### src/rtl/plot_sink.sv
`default_nettype none
// ============================================================================
// Module   : plot_sink
// Purpose  : Accepts one VGA plot strobe per cycle (no backpressure), clips
//            off-screen coordinates, queues in-range pixels in a small FIFO
//            and drains them to a framebuffer port with a valid/ready write
//            handshake (fb_we held until fb_ready).
// Ports    : clk, rst (async, active-high)
//            vga_x/vga_y/vga_colour/vga_plot  - plot input
//            fb_ready                         - framebuffer accepts write
//            clear                            - sync clear of stats
//            fb_addr/fb_wdata/fb_we           - framebuffer write port
//            accepted_count/clipped_count     - saturating statistics
//            overflow                         - sticky drop flag
//            empty                            - nothing queued or in flight
// Revision : 1.0 - initial release
// ============================================================================
module plot_sink #(
   parameter int DEPTH = 8,
   parameter int SCR_W = 160,
   parameter int SCR_H = 120
) (
   input  logic        clk,
   input  logic        rst,
   input  logic [7:0]  vga_x,
   input  logic [6:0]  vga_y,
   input  logic [2:0]  vga_colour,
   input  logic        vga_plot,
   input  logic        fb_ready,
   input  logic        clear,
   output logic [14:0] fb_addr,
   output logic [2:0]  fb_wdata,
   output logic        fb_we,
   output logic [15:0] accepted_count,
   output logic [15:0] clipped_count,
   output logic        overflow,
   output logic        empty
);

   localparam int AW = (DEPTH > 1) ? $clog2(DEPTH) : 1;
   localparam logic [AW:0] c_full_lvl = DEPTH[AW:0];

   localparam logic [0:0] S_IDLE  = 1'b0;
   localparam logic [0:0] S_WRITE = 1'b1;

   logic [0:0]    r_state;
   logic [17:0]   r_mem [DEPTH];
   logic [AW-1:0] r_wr_ptr;
   logic [AW-1:0] r_rd_ptr;
   logic [AW:0]   r_count;
   logic [14:0]   r_fb_addr;
   logic [2:0]    r_fb_wdata;
   logic [15:0]   r_acc_cnt;
   logic [15:0]   r_clip_cnt;
   logic          r_overflow;

   logic          w_in_range;
   logic [14:0]   w_addr;
   logic          w_fifo_empty;
   logic          w_fifo_full;
   logic          w_pop;
   logic          w_push_req;
   logic          w_push;
   logic          w_drop;
   logic          w_done;
   logic [17:0]   w_head;

   assign w_in_range   = (int'(vga_x) < SCR_W) && (int'(vga_y) < SCR_H);
   assign w_addr       = 15'(vga_y) * 15'(SCR_W) + 15'(vga_x);
   assign w_fifo_empty = (r_count == '0);
   assign w_fifo_full  = (r_count == c_full_lvl);
   assign w_head       = r_mem[r_rd_ptr];

   // A write completes on any edge where the port is busy and accepted.
   assign w_done       = (r_state == S_WRITE) && fb_ready;
   // The head is consumed when the port is free, or is freeing this edge.
   assign w_pop        = !w_fifo_empty && ((r_state == S_IDLE) || fb_ready);
   assign w_push_req   = vga_plot && w_in_range;
   // A full FIFO still accepts a push if a slot is freed on the same edge.
   assign w_push       = w_push_req && (!w_fifo_full || w_pop);
   assign w_drop       = w_push_req && w_fifo_full && !w_pop;

   // Storage carries no reset; validity is tracked by r_count alone.
   always_ff @(posedge clk) begin
      if (w_push) begin
         r_mem[r_wr_ptr] <= {w_addr, vga_colour};
      end
   end

   always_ff @(posedge clk or posedge rst) begin
      if (rst) begin
         r_wr_ptr <= '0;
         r_rd_ptr <= '0;
         r_count  <= '0;
      end else begin
         if (w_push) begin
            r_wr_ptr <= r_wr_ptr + AW'(1);
         end
         if (w_pop) begin
            r_rd_ptr <= r_rd_ptr + AW'(1);
         end
         case ({w_push, w_pop})
            2'b10:   r_count <= r_count + (AW+1)'(1);
            2'b01:   r_count <= r_count - (AW+1)'(1);
            default: r_count <= r_count;
         endcase
      end
   end

   // Drain FSM: the WRITE state is exactly "fb_we asserted".
   always_ff @(posedge clk or posedge rst) begin
      if (rst) begin
         r_state    <= S_IDLE;
         r_fb_addr  <= '0;
         r_fb_wdata <= '0;
      end else begin
         case (r_state)
            S_IDLE: begin
               if (w_pop) begin
                  r_fb_addr  <= w_head[17:3];
                  r_fb_wdata <= w_head[2:0];
                  r_state    <= S_WRITE;
               end
            end
            S_WRITE: begin
               if (fb_ready) begin
                  if (w_pop) begin
                     r_fb_addr  <= w_head[17:3];
                     r_fb_wdata <= w_head[2:0];
                  end else begin
                     r_state <= S_IDLE;
                  end
               end
            end
            default: r_state <= S_IDLE;
         endcase
      end
   end

   // Statistics: clear takes priority over any same-edge update.
   always_ff @(posedge clk or posedge rst) begin
      if (rst) begin
         r_acc_cnt  <= '0;
         r_clip_cnt <= '0;
         r_overflow <= 1'b0;
      end else if (clear) begin
         r_acc_cnt  <= '0;
         r_clip_cnt <= '0;
         r_overflow <= 1'b0;
      end else begin
         if (w_done && !(&r_acc_cnt)) begin
            r_acc_cnt <= r_acc_cnt + 16'd1;
         end
         if (vga_plot && !w_in_range && !(&r_clip_cnt)) begin
            r_clip_cnt <= r_clip_cnt + 16'd1;
         end
         if (w_drop) begin
            r_overflow <= 1'b1;
         end
      end
   end

   assign fb_addr        = r_fb_addr;
   assign fb_wdata       = r_fb_wdata;
   assign fb_we          = (r_state == S_WRITE);
   assign accepted_count = r_acc_cnt;
   assign clipped_count  = r_clip_cnt;
   assign overflow       = r_overflow;
   assign empty          = w_fifo_empty && (r_state == S_IDLE);

endmodule
`default_nettype wire
### config.mk
export PLATFORM = sky130hd
export DESIGN_NAME = plot_sink
export DESIGN_NICKNAME = d
export VERILOG_FILES = /design/src/rtl/plot_sink.sv
export SDC_FILE = /design/constraint.sdc
export NUM_CORES = 1
export LEC_CHECK = 0
export BUFFER_PORTS_ARGS = -buffer_cell sky130_fd_sc_hd__buf_2
export CORE_MARGIN = 2
export CORE_UTILIZATION = 40
export CTS_CLUSTER_DIAMETER = 200
export DETAILED_ROUTE_END_ITERATION = 16
export GPL_ROUTABILITY_DRIVEN = 0
export GPL_TIMING_DRIVEN = 0
export PLACE_DENSITY_LB_ADDON = 0.2
export SLEW_MARGIN = 20
export SYNTH_ARGS = -nofsm -noshare
export SYNTH_HDL_FRONTEND = slang
export SYNTH_SLANG_ARGS = --single-unit
### constraint.sdc
create_clock -name clk -period 3.94 [get_ports clk]
set_clock_uncertainty 0.15 [all_clocks]
set_input_delay 0.591 -clock clk [delete_from_list [all_inputs] [get_ports clk]]
set_output_delay 0.591 -clock clk [all_outputs]
set_load 0.05 [all_outputs]
==> results of run 1 <==
flip-flops by register name, summed over array words and instances (netlist names):
| register | flops |
|---|---|
| r_mem | 144 |
| accepted_count | 16 |
| clipped_count | 16 |
| fb_addr | 15 |
| r_count | 4 |
| fb_wdata | 3 |
| r_rd_ptr | 3 |
| r_wr_ptr | 3 |
| fb_we | 1 |
| overflow | 1 |
cells by family after synthesis:
logic type | count (synthesis) | synth area share [%]
AO/OA/AOI/OAI | 93 | 6.38
adder cells (fa/ha/maj) | 22 | 3.27
buffers and inverters | 39 | 1.69
AND/OR/NAND/NOR | 162 | 9.89
XOR/XNOR | 13 | 1.40
multiplexers | 70 | 12.8
flip-flops | 206 | 64.6
routing by layer:
metal	wire [um]	share of wire (%)
met1	9010	44
met2	9970	49
met3	1210	5.9
met4	302	1.5
met5	13	0.063
cells in the final DEF, fill, tap and decap left out, types with 8 or more instances in the layout:
| master | netlist | routed |
|---|---|---|
| nor3_1 | 11 | 9 |
| ha_1 | 19 | 19 |
| edfxtp_1 | 144 | 144 |
| buf_2 | 6 | 80 |
| o21ai_0 | 10 | 10 |
| mux4_2 | 36 | 36 |
| mux2i_1 | 23 | 23 |
| nand2_1 | 23 | 23 |
| inv_1 | 16 | 15 |
| a21oi_1 | 42 | 42 |
| dfrtp_1 | 62 | 62 |
| nand4_1 | 10 | 10 |
| clkbuf_16 | 0 | 23 |
| nand3_1 | 13 | 13 |
| nor2_1 | 45 | 39 |
| o31ai_1 | 12 | 12 |
| or4_1 | 14 | 14 |
| clkbuf_1 | 16 | 20 |
| or3_1 | 8 | 8 |
| xnor2_1 | 9 | 9 |
| nor2b_1 | 10 | 10 |
layout make-up:
type / count / share of cell area, %
clock inverters: 11 / 1.73
well taps: 285 / 3.30
inverters: 16 / 0.579
clock buffers: 31 / 5.98
flip-flops and latches: 206 / 54.4
repair buffers: 80 / 4.12
plain buffers: 23 / 0.869
multi-input cells: 360 / 29.0
worst register-to-register path, cell delays in order (launching register included):
cell      delay [ns]
dfrtp_1         0.45
nor2b_1         0.18
nor2_1          0.44
clkbuf_1        0.61
nand2_1         0.20
inv_1           0.12
ha_1            0.23
a21o_1          0.17
a21oi_1         0.28
a211oi_1        0.08
nand4b_1        0.19
power groups by stage:
stage	sequential [mW]	clock, mW	combinational, mW
6_report	2.80	2.30	2.07
5_1_grt	2.83	2.44	2.24
4_1_cts	2.80	2.36	2.10
3_5_place_dp	2.84	0	2.09
3_3_place_gp	2.82	0	2.01
2_1_floorplan	3.16	0	1.18
per-stage QoR:
stage | setup WS [ns] | std cells | hold slack, ns | TNS (ns)
2_1_floorplan | 0.516 | 605 | 0.351 | 0
4_1_cts | 0.275 | 1012 | 0.163 | 0
5_1_grt | 0.430 | 1012 | 0.179 | 0
3_3_place_gp | -1.05 | 964 | 0.358 | -37.03
6_report | 0.728 | 1012 | 0.179 | 0
3_5_place_dp | -0.274 | 969 | 0.366 | -2.19
worst paths after layout:
kind / end / from / slack, ns
setup / recovery: r_count[3] / fb_we / 0.73
hold / removal: r_mem[4][4] / vga_x[1] / 0.18
setup reg to reg: r_count[3] / fb_we / 0.73
hold reg to reg: fb_addr[10] / fb_addr[10] / 0.37
max in group asynchronous: fb_addr[9] / rst / 2.67
min in group asynchronous: fb_addr[6] / rst / 0.41
what timing repair did:
action | CTS | global route
endpoints found under the setup margin | 0 | 0
endpoints found under the hold margin | 15 | 0
hold buffers | 1 | 0
==> impl_metrics.py, run 1 <==
metrics = {
    "status": {
        "run_status": "finished clean",
    },
    "die": {
        "fp.coreArea_um2": 22500,
        "rows": 55,
        "dieWidth_um": 155,
        "dieArea_um2": 24000,
        "ios": 76,
        "start_util_pct": 40.4,
        "die_h_um": 155,
    },
    "drt": {
        "postRouteWirelength_um": 20500,
        "ant_nets": 0,
        "via_count": 5703,
        "dr.pass1.iters": 7,
        "drt_iter0_markers": 299,
        "vias_per_cell": 5.64,
        "drc": 0,
        "routedWlPerCell_um": 20.3,
    },
    "power": {
        "fin_total_pwr_mw": 7.17,
        "cellLeakagePower_nw": 4.03,
        "p_sw_mw": 2.31,
        "p_int_mw": 4.86,
        "peakVddDrop_mv": 0.322,
        "p_per_area_nw_per_um2": 664,
        "swShare_pct": 32.2,
        "clkPwrFrac_pct": 32.1,
        "seqPwrFrac_pct": 39.0,
        "combPwrFrac_pct": 28.9,
    },
    "job": {
        "drv_cap": 0,
    },
    "global_route": {
        "antenna_found_initial": 1,
        "grt-busiest-layer": "met2",
        "grt_max_degree": 48,
        "grt_use_total_pct": 17.2,
        "grt_pass1_wl_um": 32100,
        "grt_util_met2_pct": 28.8,
        "use_met1_pct": 23.6,
        "grtUsageMet3_pct": 3.17,
        "overflow": 0,
        "grt_pass1_vias": 5803,
    },
    "worst_setup_path": {
        "worstPathCellList": "nor2b_1 > nor2_1 > clkbuf_1 > nand2_1 > inv_1 > ha_1 > a21o_1 > a21oi_1 > a211oi_1 > nand4b_1",
        "reg2regPathDepth": 10,
        "cp_top_family": "simple AND/OR/NAND/NOR gates",
        "crit_path_max_fanout": 10,
        "crit_required_ns": 4.16,
        "cpMaxStageDelayCell": "clkbuf_1",
        "critical_path_class": "reg2reg",
        "path_buf_inv": 2,
        "arrival_ns": 3.44,
        "max_stage_delay_ns": 0.60,
        "crit_path_end_kind": "register",
        "start_kind": "register",
        "crit_cells": 10,
    },
    "sta": {
        "finalCriticalPeriod_ns": 3.21,
        "rsz0062_at_grt": "no",
        "tightest_slew_ns": 0.902,
        "setup_viol": 0,
        "max-slew-margin-rel_pct": 39.9,
        "final_hold_viol_count": 0,
        "fin_crit_sh_pct": 81.5,
        "max_freq_mhz": 311,
        "slew_violations": 0,
    },
    "finish": {
        "antenna_cells": 0,
        "layout-drive-gt1-share_pct": 24.9,
        "fill_cells": 1949,
        "utilization_pct": 48.0,
        "multiInputGateArea_um2": 3130,
        "fin_nets": 755,
        "final_area_um2": 10800,
        "seq_area_um2": 5880,
        "area_growth_syn_to_layout_pct": 18.7,
    },
    "clock_tree": {
        "cts_buffer_depth": 3,
        "cts_htree_levels": 1,
        "cts_buffers": 23,
        "worstSkewPairLatency_ns": 0.52,
        "cts_root_buffer": "clkbuf_16",
        "cts_resized": 0,
        "tritoncts": "built",
        "clock-sinks": 206,
        "clk_pin_slew_ns": 0.06,
        "post-cts-setup-buffers": 0,
    },
    "place": {
        "io_buffer_count": 74,
        "dp_hpwl_um": 13300,
        "place_area_um2": 9950,
    },
    "synth": {
        "synth_edf_count": 144,
        "synth_warnings": 0,
        "synthCells": 605,
        "syn_area_um2": 9100,
        "postSynthAreaPerCell_um2": 15.0,
        "synth_top_area_share_pct": 47.5,
        "async_flop_share_pct": 30.1,
        "synth_ff_type": "edfxtp_1",
        "ys_ff_latch": 206,
        "syn_nets": 650,
        "synth_cell_types": 56,
        "synth_most_common_cell": "edfxtp_1",
        "yosys-top-cells-count": "edfxtp_1 (144), dfrtp_1 (62), nor2_1 (45)",
        "ys_seq_area_share_pct": 64.6,
        "yosysTopAreaCell": "edfxtp_1",
        "synth_area_leaders": "edfxtp_1 (48%), dfrtp_1 (17%), mux4_2 (8.9%)",
    },
    "min_path": {
        "whs_path_depth": 1,
        "hp-class": "in2reg",
    },
}
(Power assumes the default switching activity.)
==> inputs of run 2 (changes only) <==
==> constraint.sdc (replaced) <==
create_clock -name clk -period 3.2 [get_ports clk]
set_clock_uncertainty 0.15 [all_clocks]
set_input_delay 0.48 -clock clk [delete_from_list [all_inputs] [get_ports clk]]
set_output_delay 0.48 -clock clk [all_outputs]
set_load 0.05 [all_outputs]
==> impl_metrics.py, run 2 (synthesis results as in run 1) <==
metrics = {
    "sta": {
        "max_freq_mhz": 328,
        "max-slew-margin-rel_pct": 36.1,
        "rsz0062_at_grt": "no",
        "slew_violations": 0,
        "fin_crit_sh_pct": 95.4,
        "setup_viol": 0,
        "final_hold_viol_count": 0,
        "fin_ws_ns": 0.147,
        "finalCriticalPeriod_ns": 3.05,
        "tightest_slew_ns": 0.958,
    },
    "worst_setup_path": {
        "worstReg2RegStart": "fb_we",
        "critical_path_class": "in2reg",
        "cpMaxStageDelayCell": "xnor2_1",
        "arrival_ns": 3.09,
        "crit_path_end_kind": "register",
        "cp_top_family": "XOR/XNOR gates",
        "max_stage_delay_ns": 0.67,
        "start_kind": "input port",
        "crit_path_max_fanout": 8,
        "cpMostUsedCell": "ha_1",
        "worstPathCellList": "buf_2 > ha_1 > ha_1 > fa_1 > xor2_1 > o21ai_1 > or4_1 > xnor2_1",
        "crit_required_ns": 3.24,
        "startpoint": "vga_y[1]",
        "path_buf_inv": 1,
    },
    "finish": {
        "largest_register_ff_count": 144,
        "final_area_um2": 10700,
        "utilization_pct": 47.6,
        "area_growth_syn_to_layout_pct": 17.7,
        "final_cell_mix": "edfxtp_1 (144), buf_2 (80), dfrtp_1 (62)",
        "final_common_cell": "edfxtp_1",
        "fin_nets": 755,
        "regMostFlops": "r_mem",
        "antenna_cells": 0,
        "layout-drive-gt1-share_pct": 24.2,
    },
    "status": {
        "run_status": "finished clean",
    },
    "global_route": {
        "grt_pass1_wl_um": 31800,
        "grt_pass1_vias": 5849,
        "antenna_found_initial": 0,
        "grt_max_degree": 41,
        "overflow": 0,
        "grt_use_total_pct": 17.1,
    },
    "min_path": {
        "min_from": "vga_x[3]",
        "hp-class": "in2reg",
    },
    "power": {
        "peakVddDrop_mv": 0.336,
        "p_per_area_nw_per_um2": 796,
        "fin_total_pwr_mw": 8.52,
        "cellLeakagePower_nw": 3.99,
    },
    "clock_tree": {
        "cts_root_buffer": "clkbuf_16",
        "tritoncts": "built",
        "clk_pin_slew_ns": 0.06,
        "cts_htree_levels": 1,
        "worstSkewPairLatency_ns": 0.51,
        "clock-sinks": 206,
        "cts_buffer_depth": 3,
        "cts_buffers": 23,
    },
    "drt": {
        "drt_iter0_markers": 384,
        "drc": 0,
        "dr.pass1.iters": 5,
        "ant_nets": 0,
        "vias_per_cell": 5.57,
        "postRouteWirelength_um": 19900,
        "routedWlPerCell_um": 19.7,
        "via_count": 5633,
    },
    "place": {
        "io_buffer_count": 74,
        "dp_hpwl_um": 13100,
        "preCtsSetupSlack_ns": -0.412,
        "place_area_um2": 9960,
    },
    "die": {
        "fp.coreArea_um2": 22500,
        "ios": 76,
        "die_h_um": 155,
        "start_util_pct": 40.4,
        "dieWidth_um": 155,
        "rows": 55,
        "dieArea_um2": 24000,
    },
    "job": {
        "drv_cap": 0,
    },
}
-- run 2: cell count changes in the layout (fill, tap and decap cells not counted), sizes merged --
cell,change
bufinv,-2
clkinv,+2
clkbuf,+1
clkinvlp,-1
-- run 2: final timing paths --
path | slack, ns | end | depth (start not counted)
max | 0.15 | r_mem[0][15] | 8
min | 0.09 | r_mem[4][6] | 1
max reg2reg | 0.26 | r_count[3] | 10
min reg2reg | 0.37 | overflow | 2
max in group asynchronous | 2.00 | fb_wdata[1] | 4
min in group asynchronous | 0.35 | accepted_count[2] | 3
-- run 2: area by class of cell --
cell class | instances | area [um2]
Sequential cell | 206 | 5880
Timing Repair Buffer | 80 | 445
Multi-Input combinational cell | 360 | 3140
Clock inverter | 10 | 98.8
Buffer | 23 | 95.1
Clock buffer | 32 | 629
Tap cell | 285 | 357
Inverter | 16 | 62.6
Fill cell | 1986 | 11800
-- run 2: repair_timing --
item                       CTS  global route
setup endpoints to repair    0             9
resized for setup            0             3
hold endpoints to repair    22             0
buffers inserted             0             0
hold buffers                 1             0
-- run 2: metrics by stage --
stage          hold slack, ns  TNS [ns]  std cells
2_1_floorplan           0.351         0        605
3_3_place_gp            0.324   -115.09        964
3_5_place_dp            0.331     -6.19        969
4_1_cts                0.0728         0       1012
5_1_grt                0.0844         0       1012
6_report               0.0860         0       1012
-- run 2: metal layers --
metal | vias to the layer above | GRT usage, % | wire [um]
met5 | - | 0 | 0
met4 | 0 | 4.59 | 390
met3 | 34 | 2.94 | 1100
met2 | 163 | 29.6 | 10000
met1 | 2842 | 22.3 | 8420
li1 | 2594 | - | -
-- run 2: power breakdown --
group,leakage (nW),total [mW],switching (mW),internal [mW]
clock,0.357,2.54,1.01,1.53
combinational,1.55,2.54,1.58,0.959
sequential,2.09,3.44,0.168,3.28
total,3.99,8.52,2.76,5.77
